--- src/rtl/red_prec.sv ---
// Streaming precision reduction: stage 1 rounds and shifts at input width + 1, stage 2 clamps and truncates.
// Valid/ready elastic pipeline with per-beat saturation flag and a saturating event counter.
module red_prec #(
  parameter string       I_DTYPE   = "INT",
  parameter int unsigned I_PREC    = 32,
  parameter string       O_DTYPE   = "INT",
  parameter int unsigned O_PREC    = 16,
  parameter bit          SIGNED    = 1'b1,
  parameter int unsigned FRAC_DROP = 0,
  parameter int unsigned CNT_W     = 16
) (
  input  logic              clk,
  input  logic              reset_,
  input  logic [I_PREC-1:0] in,
  input  logic              in_valid,
  output logic              in_ready,
  output logic [O_PREC-1:0] out,
  output logic              out_sat,
  output logic              out_valid,
  input  logic              out_ready,
  input  logic              cnt_clr,
  output logic [CNT_W-1:0]  sat_cnt
);

  localparam int unsigned W1 = I_PREC + 1;
  localparam bit IS_BOOL = (I_DTYPE == "BOOL");
  localparam logic [W1-1:0] HALF = (FRAC_DROP == 0) ? '0 : (W1'(1) << (FRAC_DROP - 1));

  if (I_DTYPE == "FP" || O_DTYPE == "FP") begin : g_fp_err
    $error("red_prec: FP data type is not supported");
  end
  if (I_DTYPE != O_DTYPE) begin : g_dtype_err
    $error("red_prec: input and output data types must match");
  end
  if (O_PREC > I_PREC) begin : g_prec_err
    $error("red_prec: O_PREC must not exceed I_PREC");
  end
  if ((I_DTYPE != "FXP" && FRAC_DROP != 0) || FRAC_DROP >= I_PREC) begin : g_frac_err
    $error("red_prec: illegal FRAC_DROP for this configuration");
  end

  logic              s1_valid;
  logic [W1-1:0]     s1_d;
  logic              s1_move;
  logic              accept;
  logic [W1-1:0]     ext;
  logic [W1-1:0]     sum;
  logic signed [W1-1:0] sum_s;
  logic [W1-1:0]     rnd;
  logic [O_PREC-1:0] out_n;
  logic              sat_n;

  assign s1_move  = s1_valid && (!out_valid || out_ready);
  assign in_ready = !s1_valid || s1_move;
  assign accept   = in_valid && in_ready;

  // HALF is zero when nothing is dropped, so INT/BOOL share the rounding path as a plain extension.
  always_comb begin
    ext   = SIGNED ? {in[I_PREC-1], in} : {1'b0, in};
    sum   = ext + HALF;
    sum_s = $signed(sum);
    if (SIGNED) rnd = sum_s >>> FRAC_DROP;
    else        rnd = sum >> FRAC_DROP;
  end

  always_comb begin
    sat_n = 1'b0;
    out_n = s1_d[O_PREC-1:0];
    if (IS_BOOL) begin
      out_n    = '0;
      out_n[0] = s1_d[0];
    end else if (SIGNED) begin
      // In range iff all bits from the output sign bit upward agree.
      if (!(&s1_d[W1-1:O_PREC-1] || ~|s1_d[W1-1:O_PREC-1])) begin
        sat_n               = 1'b1;
        out_n               = {O_PREC{~s1_d[W1-1]}};
        out_n[O_PREC-1]     = s1_d[W1-1];
      end
    end else if (|s1_d[W1-1:O_PREC]) begin
      sat_n = 1'b1;
      out_n = '1;
    end
  end

  always_ff @(posedge clk or negedge reset_) begin
    if (!reset_) begin
      s1_valid  <= 1'b0;
      s1_d      <= '0;
      out_valid <= 1'b0;
      out       <= '0;
      out_sat   <= 1'b0;
      sat_cnt   <= '0;
    end else begin
      if (accept) s1_d <= rnd;
      s1_valid <= accept || (s1_valid && !s1_move);
      if (s1_move) begin
        out     <= out_n;
        out_sat <= sat_n;
      end
      out_valid <= s1_move || (out_valid && !out_ready);
      if (cnt_clr)
        sat_cnt <= '0;
      else if (out_valid && out_ready && out_sat && !(&sat_cnt))
        sat_cnt <= sat_cnt + 1'b1;
    end
  end

endmodule

--- config.mk ---
export PLATFORM = sky130hd
export DESIGN_NAME = red_prec
export DESIGN_NICKNAME = d
export VERILOG_FILES = /design/src/rtl/red_prec.sv
export SDC_FILE = /design/constraint.sdc
export NUM_CORES = 1
export LEC_CHECK = 0
export BUFFER_PORTS_ARGS = -buffer_cell sky130_fd_sc_hd__buf_2
export CORE_UTILIZATION = 31
export CTS_BUF_LIST = sky130_fd_sc_hd__clkbuf_2 sky130_fd_sc_hd__clkbuf_4 sky130_fd_sc_hd__clkbuf_8
export CTS_CLUSTER_SIZE = 14
export DETAILED_ROUTE_END_ITERATION = 7
export PLACE_DENSITY = 0.56
export SLEW_MARGIN = 15
export SYNTH_ARGS = -nofsm -noshare
export SYNTH_HDL_FRONTEND = slang
export SYNTH_SLANG_ARGS = --single-unit
--- constraint.sdc ---
create_clock -name clk -period 1.64 [get_ports clk]
set_input_delay 0.082 -clock clk [delete_from_list [all_inputs] [get_ports clk]]
set_output_delay 0.082 -clock clk [all_outputs]
set_load 0.01 [all_outputs]
==> run metrics, run 1 <==
run status finished with violations; failing checks setup timing; TritonCTS clock tree done; final-layout setup total negative slack -0.00007794 ns; Rel. slew slack between 70% and 80%; area overhead of the layout relative to synthesis 44.28%; number of global-route vias before repair 2445; clock insertion delay at the later pin of the skew report 0.34 ns; clock root cell sky130_fd_sc_hd__clkbuf_8; routed wirelength normalized by instance count between 10 and 15 microns; fraction of synthesis flops using an asynchronous set or reset pin 100.0%; total gr overflow 0; first-pass GRT wire length approximately 12 mm; largest net degree at the start of global routing between 50 and 60; total cell area at the placement stage 3642 sq um; routability-driven placement congestion ratio about 0.88; fill cell instance count of the final layout 892; mean area per synthesized cell 11.71 sq um; Leakage 1.900 nW; Chip Width 99.97 microns; DR pass1 iterations 4; gr usage total 15.40%; transition time at the pin with the least slew margin roughly 0.35 ns; number of clock buffers inserted by TritonCTS 9; placeable core region slightly above 9000 sq um; total via count after detailed routing 2473; dominant register cell in the synthesized netlist sky130_fd_sc_hd__dfrtp_1; min setup slack post-route -0.00007794 ns; number of nets produced by synthesis ~290; number of design-rule violations left by the first detailed-router iteration 88; worst setup path category reg2reg; largest driver fanout on the critical path 12; data arrival time of the worst path 1.87 ns; part of the cycle the worst path needs 100.0%; clock skew after layout 0.009917 ns; #FFs+latches synth 67; critical path data required time between 1.5 and 2 ns; number of H-tree levels 3; number of synthesized flops with an enable pin 0; Reg-to-Reg Start sat_cnt[1]; die area 9994 sq um; number of input and output port buffers inserted 71; clock transition at the register clock pins on the worst setup and hold paths after CTS 0.08 ns; DP Wirelength 4.707 mm; Die Ht approximately 100 microns; number of unique standard cell types used by synthesis 38; DP Cell Count 464; share of post-route cells with drive strength above 1 42.78%; final number of max-transition violations 0; # rows 35; mapped cell area 2975 sq um; Non-Filler Instances 517; Peak VDD IR 0.5597 mV; Post-Route WL about 7.2 mm; via count normalized by instance count 4.783; design area approximately 4300 sq um; crit start category flop; DRC 0; total setup violations reported at the end of the flow 1; number of I/O pins 72; number of clock sinks seen by CTS 67; Util after Layout 46.24%; Power Density 1020 nW/um^2; starting density of the core 32.05%; Ys Warns 0; fin crit period 1.640 ns; worst-case register-to-register setup slack -0.00008 ns; worst min-delay path class in2reg; setup repair after global routing missed its margin yes; number of diodes 0; number of hold violations in the final report 0; Post-Syn Instances ~250; buffers from clock root to sink, at most 2; net count reported at finish 421; Peak Freq 0.6097 GHz; Detail Route Antenna Nets 0; max-capacitance violation count 0; number of antenna violations at the first check in global routing 0; startpoint of the tightest hold check path out_ready; sequential-to-total area share from yosys stat 56.35%; Critical Path Sink Type flop; startpoint of the worst setup timing path sat_cnt[1]
-- cell families (layout without fill, tap and decap cells) --
group / count (synthesis) / count (layout) / synth area share (%)
AO/OA/AOI/OAI: 48 / 48 / 10.51
XOR/XNOR: 1 / 1 / 0.2944
adder cells (fa/ha/maj): 1 / 1 / 0.4205
buffers and inverters: 13 / 147 / 2.817
flip-flops: 67 / 67 / 56.35
multiplexers: 33 / 33 / 12.62
AND/OR/NAND/NOR: 91 / 91 / 16.99
-- critical path, stage by stage, from the launching register on --
cell and delay [ns]:
sky130_fd_sc_hd__dfrtp_1 0.39, sky130_fd_sc_hd__ha_2 0.19, sky130_fd_sc_hd__nand4_1 0.13, sky130_fd_sc_hd__nor4_4 0.06, sky130_fd_sc_hd__buf_12 0.14, sky130_fd_sc_hd__nor4_2 0.28, sky130_fd_sc_hd__mux2_4 0.33
-- final timing paths --
check,end,depth (start not counted)
max,sat_cnt[13],6
min,out_valid,3
max reg2reg,sat_cnt[13],6
min reg2reg,s1_d[4],1
max in group asynchronous,out[4],3
min in group asynchronous,sat_cnt[4],2
-- through the flow --
step / hold WS, ns / power (mW) / worst slack (ns)
CTS: 0.08454 / 4.447 / 0.002118
finish: 0.09635 / 4.379 / -0.00007794
global route: 0.1201 / 4.610 / -0.08449
floorplan: -0.2136 / 2.411 / 0.007434
global placement: -0.01642 / 2.724 / 0.03706
detailed placement: -0.01342 / 2.749 / 0.01319
-- registers in the layout, summed over array words and instances, names as in the netlist --
| name | count |
|---|---|
| out | 16 |
| s1_d | 32 |
| sat_cnt | 16 |
| s1_valid | 1 |
| out_sat | 1 |
| out_valid | 1 |
-- layer usage --
| metal | global-route usage (%) | part of all wire (%) | vias up |
|---|---|---|---|
| met2 | 25.31 | 48 | 70 |
| met4 | 5.574 | 1.0 | 0 |
| met5 | 0 | 0 | - |
| met3 | 4.596 | 5.7 | 10 |
| met1 | 19.24 | 45 | 1205 |
| li1 | - | - | 1188 |
-- placed cells by master, fill, tap and decap left out, types with 6 or more instances in the layout --
cell	count
sky130_fd_sc_hd__nand4_1	7
sky130_fd_sc_hd__o31ai_1	8
sky130_fd_sc_hd__dfrtp_1	67
sky130_fd_sc_hd__nor2_1	20
sky130_fd_sc_hd__buf_2	71
sky130_fd_sc_hd__a21oi_1	24
sky130_fd_sc_hd__mux2_2	32
sky130_fd_sc_hd__buf_4	18
sky130_fd_sc_hd__clkbuf_8	11
sky130_fd_sc_hd__dlygate4sd3_1	35
sky130_fd_sc_hd__a21oi_2	6
sky130_fd_sc_hd__nand2_1	25
-- cells in the mapped netlist (2+ instances only) --
cell                       instances  area [sq um]
sky130_fd_sc_hd__dfrtp_1          67          1677
sky130_fd_sc_hd__mux2_2           32         360.4
sky130_fd_sc_hd__a21oi_1          27         135.1
sky130_fd_sc_hd__nand2_1          25         93.84
sky130_fd_sc_hd__nor2_1           20         75.07
sky130_fd_sc_hd__o31ai_1           8         60.06
sky130_fd_sc_hd__or4_1             8         60.06
sky130_fd_sc_hd__nand4_1           7         43.79
sky130_fd_sc_hd__and3_1            5         31.28
sky130_fd_sc_hd__or3_1             5         31.28
sky130_fd_sc_hd__buf_2             4         20.02
sky130_fd_sc_hd__nor4_1            4         25.02
sky130_fd_sc_hd__a21oi_2           3         26.28
sky130_fd_sc_hd__clkbuf_1          3         11.26
sky130_fd_sc_hd__nand2b_1          3         18.77
sky130_fd_sc_hd__nand3_1           3         15.01
sky130_fd_sc_hd__o21ai_0           3         15.01
sky130_fd_sc_hd__o21ai_1           3         15.01
sky130_fd_sc_hd__and2_1            2         12.51
sky130_fd_sc_hd__buf_6             2         22.52
sky130_fd_sc_hd__nand3b_1          2         15.01
sky130_fd_sc_hd__nand4_2           2         25.02
-- power breakdown --
group          leakage, nW  switching [mW]  total (mW)  internal, mW
logic                0.986           0.369       0.763         0.394
clock network        0.116           0.661        1.61         0.944
registers            0.798           0.138        2.01          1.87
-- area by class of cell --
type / instances / area [sq um] / share of cell area (%)
Clock inverter: 5 / 85.08 / 1.982
Timing Repair Buffer: 130 / 952.2 / 22.18
Multi-Input combinational cell: 174 / 1262 / 29.41
Clock buffer: 11 / 151.4 / 3.527
Sequential cell: 67 / 1677 / 39.06
Inverter: 1 / 3.754 / 0.08744
Tap cell: 129 / 161.4 / 3.760
-- repair_timing --
item                                   CTS  global route
gates resized for setup                  0            13
setup endpoints to repair                0            12
hold buffers                            35             0
endpoints found under the hold margin  101             0
setup buffers                            0             2
(Power assumes the default switching activity.)
==> run 2, diff against run 1 <==
Settings changed: BUFFER_PORTS_ARGS -buffer_cell sky130_fd_sc_hd__buf_2 to default, CELL_PAD_IN_SITES_DETAIL_PLACEMENT from default to 1, CELL_PAD_IN_SITES_GLOBAL_PLACEMENT from default to 2, DONT_BUFFER_PORTS from default to 1, GPL_TIMING_DRIVEN from default to 0, PLACE_DENSITY 0.56 to 0.68.
==> run metrics, run 2 (synthesized netlist as in run 1, its figures left out) <==
number of clock sinks seen by CTS 67; depth of the worst register-to-register path 6; Leakage 1.536 nW; total via count after detailed routing approximately 2200; Power Density roughly 1000 nW/um^2; DR pass1 iterations 4; top library cells by usage in the layout, fill and taps aside 51 x sky130_fd_sc_hd__dfrtp_1, 35 x sky130_fd_sc_hd__dlygate4sd3_1, 32 x sky130_fd_sc_hd__mux2_2, 25 x sky130_fd_sc_hd__a21oi_1, 24 x sky130_fd_sc_hd__nand2_1; CP delay by family, top simple AND/OR/NAND/NOR gates; critical path data required time 1.90 ns; gr usage total ~16%; failing checks setup timing; via count normalized by instance count 5.059; design area around 3900 sq um; number of hold violations in the final report 0; crit start category flop; # rows 35; r2r endpoint sat_cnt[6]; internal power 2.921 mW; cell count along the critical path 6; Detail Route Antenna Nets 0; area overhead of the layout relative to synthesis 31.24%; worst min-delay path class in2reg; clock transition at the register clock pins on the worst setup and hold paths after CTS 0.09 ns; first-pass GRT wire length around 13 mm; fin crit period roughly 1.7 ns; CP max stage cell sky130_fd_sc_hd__or4_4; Critical Path End sat_cnt[6]; share of post-route cells with drive strength above 1 34.82%; total gr overflow 0; DRC 0; Net Sw Power about 1.2 mW; starting density of the core 32.05%; number of input and output port buffers inserted 0; placeable core region between 9000 and 10000 sq um; worst-case register-to-register setup slack -0.07 ns; Critical Path Sink Type flop; total cell area at the placement stage 3139 sq um; clock insertion delay at the later pin of the skew report 0.34 ns; DP Wirelength 4.790 mm; Rel. slew slack 61.45%; number of I/O pins 72; Reg-to-Reg Start sat_cnt[1]; Peak Freq 0.5860 GHz; clock skew after layout 0.01379 ns; data arrival time of the worst path between 1.5 and 2 ns; number of antenna violations at the first check in global routing 0; Die Ht about 100 microns; run status finished with violations; clock network power share 34.8%; Final Hold Slack approximately 0.067 ns; routed wirelength normalized by instance count 17.26 microns; clock root cell sky130_fd_sc_hd__clkbuf_8; number of global-route vias before repair 2361; worst setup path category reg2reg; startpoint of the worst setup timing path sat_cnt[1]; number of flip-flops in the largest register 32; number of design-rule violations left by the first detailed-router iteration 33; Peak VDD IR between 0.4 and 0.5 mV; Chip Width 99.97 microns; top register by number of flip-flops s1_d; number of H-tree levels 3; setup repair after global routing missed its margin yes; part of the total power dissipated in sequential elements 51.3%; Post-Route WL around 7.6 mm; Regs by FF count s1_d x32, out x16, sat_cnt x16; largest net degree at the start of global routing 68; delay contributed by the slowest stage of the critical path 0.48 ns; min setup slack post-route -0.06654 ns; largest driver fanout on the critical path 10; max-capacitance violation count 0; die area between 9000 and 10000 sq um; final number of max-transition violations 0; net count reported at finish around 350; commonest non-fill, non-tap cell in the layout sky130_fd_sc_hd__dfrtp_1; TritonCTS clock tree done; part of the cycle the worst path needs 104.1%; post-layout power roughly 4.1 mW; Worst Path Buf+Inv 1; number of diodes 0; total setup violations reported at the end of the flow 6; number of clock buffers inserted by TritonCTS 9; combinational fraction of design power roughly 14%; buffers from clock root to sink, at most 2; transition time at the pin with the least slew margin roughly 0.58 ns; share of total power consumed by net switching 28.58%; crit-path cells ha_4, nand4_1, nor4_4, buf_6, or4_4, a21oi_2; routability-driven placement congestion ratio around 0.66
[run 2: cell count changes in the layout (fill, tap and decap cells not counted), moves of 2 or more]
cell | previous run | this run
sky130_fd_sc_hd__clkbuf_4 | 0 | 2
sky130_fd_sc_hd__buf_2 | 71 | 0
sky130_fd_sc_hd__dfrtp_2 | 0 | 16
sky130_fd_sc_hd__buf_6 | 1 | 5
sky130_fd_sc_hd__buf_4 | 18 | 9
sky130_fd_sc_hd__buf_12 | 5 | 0
sky130_fd_sc_hd__clkinv_4 | 2 | 0
sky130_fd_sc_hd__dfrtp_1 | 67 | 51
sky130_fd_sc_hd__clkinv_2 | 0 | 2
[run 2: metrics by stage]
stage               utilization, %  std cells  TNS (ns)  worst slack (ns)
finish                       42.06        442   -0.2630          -0.06654
global route                 42.06        442    -1.830           -0.1283
CTS                          41.13        440   -0.6352          -0.06879
detailed placement           33.81        383    -9.281           -0.3570
global placement             33.81        383    -9.027           -0.3411
floorplan                        -        254         0          0.007434
[run 2: power groups by stage]
stage	combinational, mW	sequential (mW)	clock [mW]
after global placement	0.409	2.12	0
final	0.569	2.10	1.42
after global routing	0.643	2.13	1.53
after CTS	0.563	2.10	1.47
after floorplan	0.344	2.07	0
after detailed placement	0.421	2.13	0
[run 2: area by class of cell]
| type | count | area [sq um] |
|---|---|---|
| repair buffers | 44 | 437.9 |
| inverters | 1 | 3.754 |
| fillers | 1004 | 5379 |
| plain buffers | 11 | 101.3 |
| flip-flops and latches | 67 | 1697 |
| multi-input cells | 174 | 1303 |
| well taps | 129 | 161.4 |
| clock inverters | 6 | 63.81 |
| clock buffers | 10 | 137.6 |
[run 2: per-layer routing]
layer	track usage (%)	part of all wire [%]	wire length [microns]	vias to the layer above
met5	0	0	0	-
met4	6.020	1.5	111	0
met3	4.805	5.7	436	8
met2	26.37	50	3804	60
met1	20.79	43	3276	1137
li1	-	-	-	1031
[run 2: worst min path at each step]
stage / from / endpoint / cells after the start
3_3_place_gp: reset_ / sat_cnt[12] / 0
3_5_place_dp: reset_ / sat_cnt[12] / 0
6_report: out_ready / sat_cnt[3] / 3
4_1_cts: in_valid / s1_d[29] / 2
5_1_grt: out_ready / sat_cnt[3] / 3
2_1_floorplan: reset_ / out[0] / 0
[run 2: worst reg2reg max path, delay by kind of cell, from the launching register on]
family	cells	cell delay, ns
AOI/OAI and AO/OA	1	0.14
and+or+nand+nor	3	0.68
DFF	1	0.47
adders and majority gates	1	0.18
buffers and inverters	1	0.15
[run 2: what timing repair did]
action,4_1_cts,5_1_grt
resized for setup,24,21
endpoints found under the setup margin,62,54
hold buffers,36,0
pin swaps,12,12
buffers inserted,5,3
hold endpoints to repair,101,0
